--- src/rtl/uart_tx_fifo.sv ---
// Byte FIFO and drain sequencer feeding a UART transmitter over its
// tx_ena / tx_data / tx_busy handshake.
// Optional feature macro: UART_TX_FIFO_IRQ_EN enables the registered irq_tx_low flag.
module uart_tx_fifo #(
  parameter int unsigned D_WIDTH   = 8,
  parameter int unsigned ADDR_W    = 4,
  parameter int unsigned LOW_WATER = 4
) (
  input  logic               clk,
  input  logic               reset,
  input  logic               wr_en,
  input  logic [D_WIDTH-1:0] wr_data,
  output logic               full,
  output logic               empty,
  output logic [ADDR_W:0]    level,
  output logic               overflow,
  input  logic               ovf_clr,
  output logic               idle,
  output logic               tx_ena,
  output logic [D_WIDTH-1:0] tx_data,
  input  logic               tx_busy,
  output logic               irq_tx_low
);

  localparam int unsigned DEPTH = 2 ** ADDR_W;

  typedef enum logic [1:0] {S_IDLE, S_ACK, S_DONE} state_t;

  state_t              state_q, state_d;
  logic [D_WIDTH-1:0]  mem [DEPTH];
  logic [ADDR_W-1:0]   wr_ptr_q, rd_ptr_q;
  logic [ADDR_W:0]     level_q;
  logic                push, pop;
  logic                tx_ena_d;
  logic [D_WIDTH-1:0]  tx_data_d;

  // Flags come from the level counter only; full is judged before any same-cycle pop
  assign full  = (level_q == (ADDR_W + 1)'(DEPTH));
  assign empty = (level_q == '0);
  assign level = level_q;
  assign push  = wr_en && !full;
  assign idle  = empty && (state_q == S_IDLE) && !tx_busy;

  // Next-state and handshake decode; a byte is offered only from S_IDLE with the UART free
  always_comb begin
    state_d   = state_q;
    pop       = 1'b0;
    tx_ena_d  = 1'b0;
    tx_data_d = tx_data;
    unique case (state_q)
      S_IDLE: begin
        if (!empty && !tx_busy) begin
          pop       = 1'b1;
          tx_ena_d  = 1'b1;
          tx_data_d = mem[rd_ptr_q];
          state_d   = S_ACK;
        end
      end
      S_ACK: begin
        if (tx_busy) state_d = S_DONE;
      end
      S_DONE: begin
        if (!tx_busy) state_d = S_IDLE;
      end
      default: state_d = S_IDLE;
    endcase
  end

  // Storage array; contents deliberately left unreset
  always_ff @(posedge clk) begin
    if (push) mem[wr_ptr_q] <= wr_data;
  end

  // FSM, pointers, level counter, sticky overflow and registered UART outputs
  always_ff @(posedge clk) begin
    if (reset) begin
      state_q  <= S_IDLE;
      wr_ptr_q <= '0;
      rd_ptr_q <= '0;
      level_q  <= '0;
      overflow <= 1'b0;
      tx_ena   <= 1'b0;
      tx_data  <= '0;
    end else begin
      state_q <= state_d;
      tx_ena  <= tx_ena_d;
      tx_data <= tx_data_d;
      if (push) wr_ptr_q <= wr_ptr_q + 1'b1;
      if (pop)  rd_ptr_q <= rd_ptr_q + 1'b1;
      unique case ({push, pop})
        2'b10:   level_q <= level_q + 1'b1;
        2'b01:   level_q <= level_q - 1'b1;
        default: level_q <= level_q;
      endcase
      // A new overflow wins over a simultaneous clear
      if (wr_en && full)  overflow <= 1'b1;
      else if (ovf_clr)   overflow <= 1'b0;
    end
  end

`ifdef UART_TX_FIFO_IRQ_EN
  logic irq_q;

  // Low-water flag, one cycle behind the level counter
  always_ff @(posedge clk) begin
    if (reset) irq_q <= 1'b0;
    else       irq_q <= (level_q <= (ADDR_W + 1)'(LOW_WATER));
  end

  assign irq_tx_low = irq_q;
`else
  logic unused_low_water;
  assign unused_low_water = (level_q <= (ADDR_W + 1)'(LOW_WATER));
  assign irq_tx_low       = 1'b0;
`endif

endmodule
--- config.mk ---
export PLATFORM = sky130hd
export DESIGN_NAME = uart_tx_fifo
export DESIGN_NICKNAME = d
export VERILOG_FILES = /design/src/rtl/uart_tx_fifo.sv
export SDC_FILE = /design/constraint.sdc
export NUM_CORES = 1
export LEC_CHECK = 0
export CELL_PAD_IN_SITES_DETAIL_PLACEMENT = 1
export CELL_PAD_IN_SITES_GLOBAL_PLACEMENT = 1
export CORE_UTILIZATION = 45
export CTS_CLUSTER_DIAMETER = 30
export DETAILED_ROUTE_END_ITERATION = 12
export GPL_ROUTABILITY_DRIVEN = 0
export HOLD_SLACK_MARGIN = 0.05
export PLACE_DENSITY = 0.71
export SLEW_MARGIN = 20
export SYNTH_ARGS = -nofsm -noshare
export SYNTH_HDL_FRONTEND = slang
export SYNTH_SLANG_ARGS = --single-unit
--- constraint.sdc ---
create_clock -name clk -period 3.32 [get_ports clk]
set_input_delay 0.664 -clock clk [delete_from_list [all_inputs] [get_ports clk]]
set_output_delay 0.664 -clock clk [all_outputs]
set_load 0.03 [all_outputs]
==> Yosys cells after proc, flatten, opt, wreduce, memory -nomap -nowiden <==
Memories as Yosys holds them, arrays and structs flattened. A register that Yosys moved wholly into a read port is not among the register bits.
Index checks and enable logic that the tools add are counted.
{ "word_totals": {"memories": 1, "inputBits": 13, "output_inout_bits": 19, "reg_bits": 17, "wordCells": 44, "ram_bits": 128} }
{ "classes": {"reduce_logical": 14, "eq_ne": 8, "muxes": 11, "addsub": 4} }
{ "mem_list": {"columns": ["memory", "depth", "word_bits", "rd", "rd_ports_with_merged_regs", "write_ports", "line_no", "source"], "rows": [
  ["mem", 16, 8, 1, 1, 1, "30", "logic [D_WIDTH-1:0] mem [DEPTH];"]
]} }
{ "op_table": {"columns": ["cell", "count"], "rows": [
  ["$pmux W5 S2", 1],
  ["$add A4 B1 Y4 const B", 2],
  ["$mux W1", 6],
  ["$mux W2", 3],
  ["$pmux W2 S3", 1],
  ["$add A5 B1 Y5 const B", 1],
  ["$eq A5 B5 Y1 const B", 1],
  ["$logic_and A1 B1 Y1", 5],
  ["$logic_not A5 Y1", 1],
  ["$sub A5 B1 Y5 const B", 1],
  ["$eq A2 B1 Y1 const B", 2],
  ["$eq A2 B2 Y1 const B", 2],
  ["$ne A2 B2 Y1 const B", 2],
  ["$reduce_bool A2 Y1", 2],
  ["$logic_not A1 Y1", 3],
  ["$reduce_and A3 Y1", 1],
  ["$logic_not A2 Y1", 1],
  ["$ne A2 B1 Y1 const B", 1],
  ["$reduce_and A2 Y1", 1]
]} }

==> Logic depth before layout (Yosys ltp) <==
{ "depth": {"ltp_word": 7, "mapped_depth": 12, "depth_no_buf": 10} }

==> Least setup slack after synthesis <==
OpenSTA, ideal clock, no wires.
{ "synth_path": {"path_kind": "input to register", "start": "input tx_busy", "end": "register level_q[4], in the netlist level[4]", "path_buffers": 2, "setup_slack_ns": 0.329, "arrival_time_ns": 2.870, "stages": 11, "cell_sequence": "nor3_1 -> a21boi_1 -> clkbuf_1 -> ha_1 -> buf_2 -> xor2_1 -> ha_1 -> a21oi_1 -> a32oi_1 -> a31oi_1 -> mux2_2"} }
{ "synth_via": {"elab_chain_len": 6} }
{ "synth_rtl": {"columns": ["element", "line_no", "source"], "rows": [
  ["from (decl)", "21", "input logic tx_busy,"],
  ["$logic_not A1 Y1 *", null, null],
  ["$logic_and A1 B1 Y1 *", "52", "if (!empty && !tx_busy) begin"],
  ["$mux W1 *", "52", null],
  ["$mux W1 *", null, null],
  ["net pop", "33", "logic push, pop;"],
  ["$eq A2 B1 Y1 / $eq A2 B2 Y1 (equally long branches)", "90", "unique case ({push, pop})"],
  ["$pmux W5 S2 / $reduce_bool A2 Y1 (equally long branches)", null, null],
  ["to (signal assigned)", "91", "2'b10: level_q <= level_q + 1'b1;"],
  ["to (signal assigned)", "92", "2'b01: level_q <= level_q - 1'b1;"],
  ["to (signal assigned)", "93", "default: level_q <= level_q;"],
  ["to (decl)", "32", "logic [ADDR_W:0] level_q;"]
]} }
The timed path passes the listed nets; every way through them passes the cells marked *.
A chain may end at the register's enable or synchronous reset.

==> Worst setup path in the final report <==
{ "layout_path": {"start": "register level_q[2], in the netlist level[2]", "end": "output idle"} }
{ "layout_via": {"elab_chain_len": 3} }
{ "layout_rtl": {"columns": ["element", "line_no", "source"], "rows": [
  ["$logic_not A5 Y1", "39", "assign empty = (level_q == '0);"],
  ["$logic_and A1 B1 Y1 (2 in series)", "42", "assign idle = empty && (state_q == S_IDLE) && !tx_busy;"],
  ["to (decl)", "18", "output logic idle,"]
]} }
Every way passes these cells.

==> results.sh <==
export IMPL_postCtsResizedCells=0
export IMPL_drt_pre_antenna_iters=4
export IMPL_aggregate_routed_wire_length_mm=14.21
export IMPL_status="finished clean"
export IMPL_rr_startpoint="level[2]"
export IMPL_worst_setup_path_start_kind="register"
export IMPL_layout_worst_path_cycle_share=0.8923
export IMPL_route_antenna_remaining_nets=0
export IMPL_static_leakage_nw=2.368
export IMPL_vias=3567
export IMPL_seq_power_share=0.423
export IMPL_ys_types=42
export IMPL_relSlewSlack=0.4833
export IMPL_cts_htree_levels=4
export IMPL_hold_buf_count_cts=0
export IMPL_min_from="state_q[1]"
export IMPL_fp_dieArea_sq_um=14350
export IMPL_setup_clock_skew_after_layout_ns=0.005071
export IMPL_power_report_internal_total_mw=3.964
export IMPL_num_antenna_cells=0
export IMPL_share_of_flip_flops_with_an_asynchronous_set_or_reset_after_synthesis=0
export IMPL_finalHoldWorstSlack_ns=0.4839
export IMPL_antenna_violations_before_repair=0
export IMPL_floorplan_core_area_sq_um=13400
export IMPL_worstHoldPathType="reg2reg"
export IMPL_multi_input_comb_area_sq_um=1694
export IMPL_library_cell_used_as_clock_root_buffer="clkbuf_16"
export IMPL_edff_count_synth=128
export IMPL_cts_sinks=153
export IMPL_synth_cells=412
export IMPL_dpl_instance_area_sq_um=6748
export IMPL_area_growth_syn_to_layout_pct=18.22
export IMPL_first_global_vias=3825
export IMPL_switching_power_mw=1.547
export IMPL_routed_wire_length_per_instance_um=22.13
export IMPL_synth_fp_nets=433
export IMPL_vdd_ir_drop_max_mv=0.4658
export IMPL_post_route_min_period_ns=2.963
export IMPL_first_iter_violations=306
export IMPL_floorplan_initialDensity=0.4658
export IMPL_synth_avg_cell_area_sq_um=15.15
export IMPL_synth_top_cells_by_count="edfxtp_1, mux2i_1, nor2_1"
export IMPL_final_setup_tns_ns=0
export IMPL_post_route_util=0.5507
export IMPL_switching_share=0.2807
export IMPL_clock_path_buffers=2
export IMPL_cts_tree="done"
export IMPL_achievable_frequency_ghz=0.3376
export IMPL_grt_pass1_wl_mm=22.09
export IMPL_gr_usage_all_layers=0.2185
export IMPL_place_ws_ns=0.1936
export IMPL_rsz0062_at_grt="no"
export IMPL_drc=0
export IMPL_timing_final_hold_violations=0
export IMPL_timing_worst_slew_pin_value_ns=0.7726
export IMPL_io_buffers=30
export IMPL_post_synth_top_count_cell="edfxtp_1"
export IMPL_postLayoutSetupSlackWorst_ns=0.3575
export IMPL_critPathRequiredTime_ns=2.66
export IMPL_seqCellArea_sq_um=4348
export IMPL_synth_seq_area_share=0.6959
export IMPL_critPathMaxFanout=12
export IMPL_worstSetupEndpointType="output port"
export IMPL_hpwl_mm=9.105
export IMPL_chipHeight_um=119.8
export IMPL_gr_total_overflow=0
export IMPL_worstSetupPathType="reg2out"
export IMPL_synth_seq_cells=153
export IMPL_synth_top_cell_area_share=0.6158
export IMPL_core_rowCount=42
export IMPL_worstHoldPathCells=1
export IMPL_synth_area_sq_um=6242
export IMPL_timing_reg2reg_worst_path_depth=10
export IMPL_critical_path_reg2reg_endpoint="level[4]"
export IMPL_synth_warning_count=0
export IMPL_pwr_dens_nw_per_um2=746.7
export IMPL_timing_hold_worst_endpoint="state_q[0]"
export IMPL_drv_cap=0
export IMPL_cts_setup_buffers=0
export IMPL_reg2reg_setup_slack_ns=0.46
export IMPL_chipWidth_um=119.8
export IMPL_setup_viol=0
export IMPL_yosys_area_top_type="edfxtp_1"
export IMPL_io_pins=32
export IMPL_filler_cell_count=1285
export IMPL_top_cells_by_area_synth="edfxtp_1, mux2i_1, dfxtp_1, o22ai_1, nor2_1"
export IMPL_power_combinational_fraction=0.204
export IMPL_worstSkewPairLatency_ns=0.43
export IMPL_pwr_share_clk=0.372
export IMPL_dominantRegCellSynth="edfxtp_1"
export IMPL_design_area_sq_um=7380
export IMPL_num_nets_final=474
export IMPL_drt_vias_per_instance=5.556
export IMPL_pin_count_of_the_biggest_net_entering_global_routing=33
export IMPL_cts_buffers=17
export IMPL_report_final_slew_viol_count=0
export IMPL_crit_arrival_ns=2.30
export IMPL_clkTransAtPathRegs_ns=0.06
export IMPL_drive_gt1_frac=0.1180
layout make-up:
class	instances	share of cell area
tap	176	0.02984
clock inverter	15	0.02798
clock buffer	17	0.05765
inverter	4	0.002035
timing repair buffer	51	0.06375
multi-input combinational	226	0.2296
sequential	153	0.5892
how the worst max path moves through the flow:
| stage | slack [ns] | cells past startpoint | endpoint | from |
|---|---|---|---|---|
| after floorplan | 0.33 | 11 | level[4] | tx_busy |
| after global placement | 0.28 | 10 | level[4] | tx_busy |
| after detailed placement | 0.19 | 10 | level[4] | tx_busy |
| after CTS | 0.34 | 3 | full | level[0] |
| after global routing | 0.26 | 3 | idle | level[0] |
| final | 0.36 | 3 | idle | level[2] |
critical path, cell delays in order, from the launching register on:
cell and delay [ns]:
dfxtp_1 0.42, nor4_1 0.55, and3_1 0.24, clkdlybuf4s50_1 0.66
logic make-up after synthesis:
kind of cell,share of synthesized area
AOI/OAI and AO/OA,0.06093
muxes,0.1110
buffers and inverters,0.03267
xor gates and xnor gates,0.01544
other,0.0006007
DFF,0.6959
and+or+nand+nor,0.06735
adders and majority gates,0.01604
per-layer routing:
metal / vias to the layer above / part of all wire / global-route usage
li1: 1659 / - / -
met1: 1811 / 0.43 / 0.2669
met2: 72 / 0.51 / 0.3634
met3: 25 / 0.038 / 0.05276
met4: 0 / 0.025 / 0.1063
met5: - / 0 / 0
sequential cells by signal, indices dropped and copies added, names as in the netlist:
signal	flops
mem	128
tx_data	8
level	5
rd_ptr_q	4
wr_ptr_q	4
state_q	2
overflow	1
tx_ena	1
power groups by stage:
stage               Clock (mW)  Combinational (mW)  Sequential, mW
global placement             0                1.08            2.36
detailed placement           0                1.12            2.37
floorplan                    0               0.637            2.44
finish                    2.05                1.13            2.33
global route              2.15                1.21            2.35
CTS                       2.08                1.13            2.33
per-stage QoR:
stage | power, mW | cells
after global placement | 3.446 | 610
after floorplan | 3.081 | 412
final | 5.510 | 642
after detailed placement | 3.487 | 610
after CTS | 5.551 | 642
after global routing | 5.710 | 642
cells in the final DEF, fill, tap and decap left out, types with 4 or more instances in the layout:
master / instances
nor2_1: 37
clkinv_1: 4
nand3b_1: 4
nand2_1: 4
clkbuf_16: 17
buf_4: 20
o22ai_1: 33
a21oi_1: 4
nor3_1: 7
dfxtp_1: 24
a211oi_1: 8
bufinv_16: 5
xor2_1: 8
inv_1: 4
mux2i_1: 67
clkdlybuf4s50_1: 30
ha_1: 8
edfxtp_1: 128
nor4_1: 10
(Power assumes the default switching activity.)
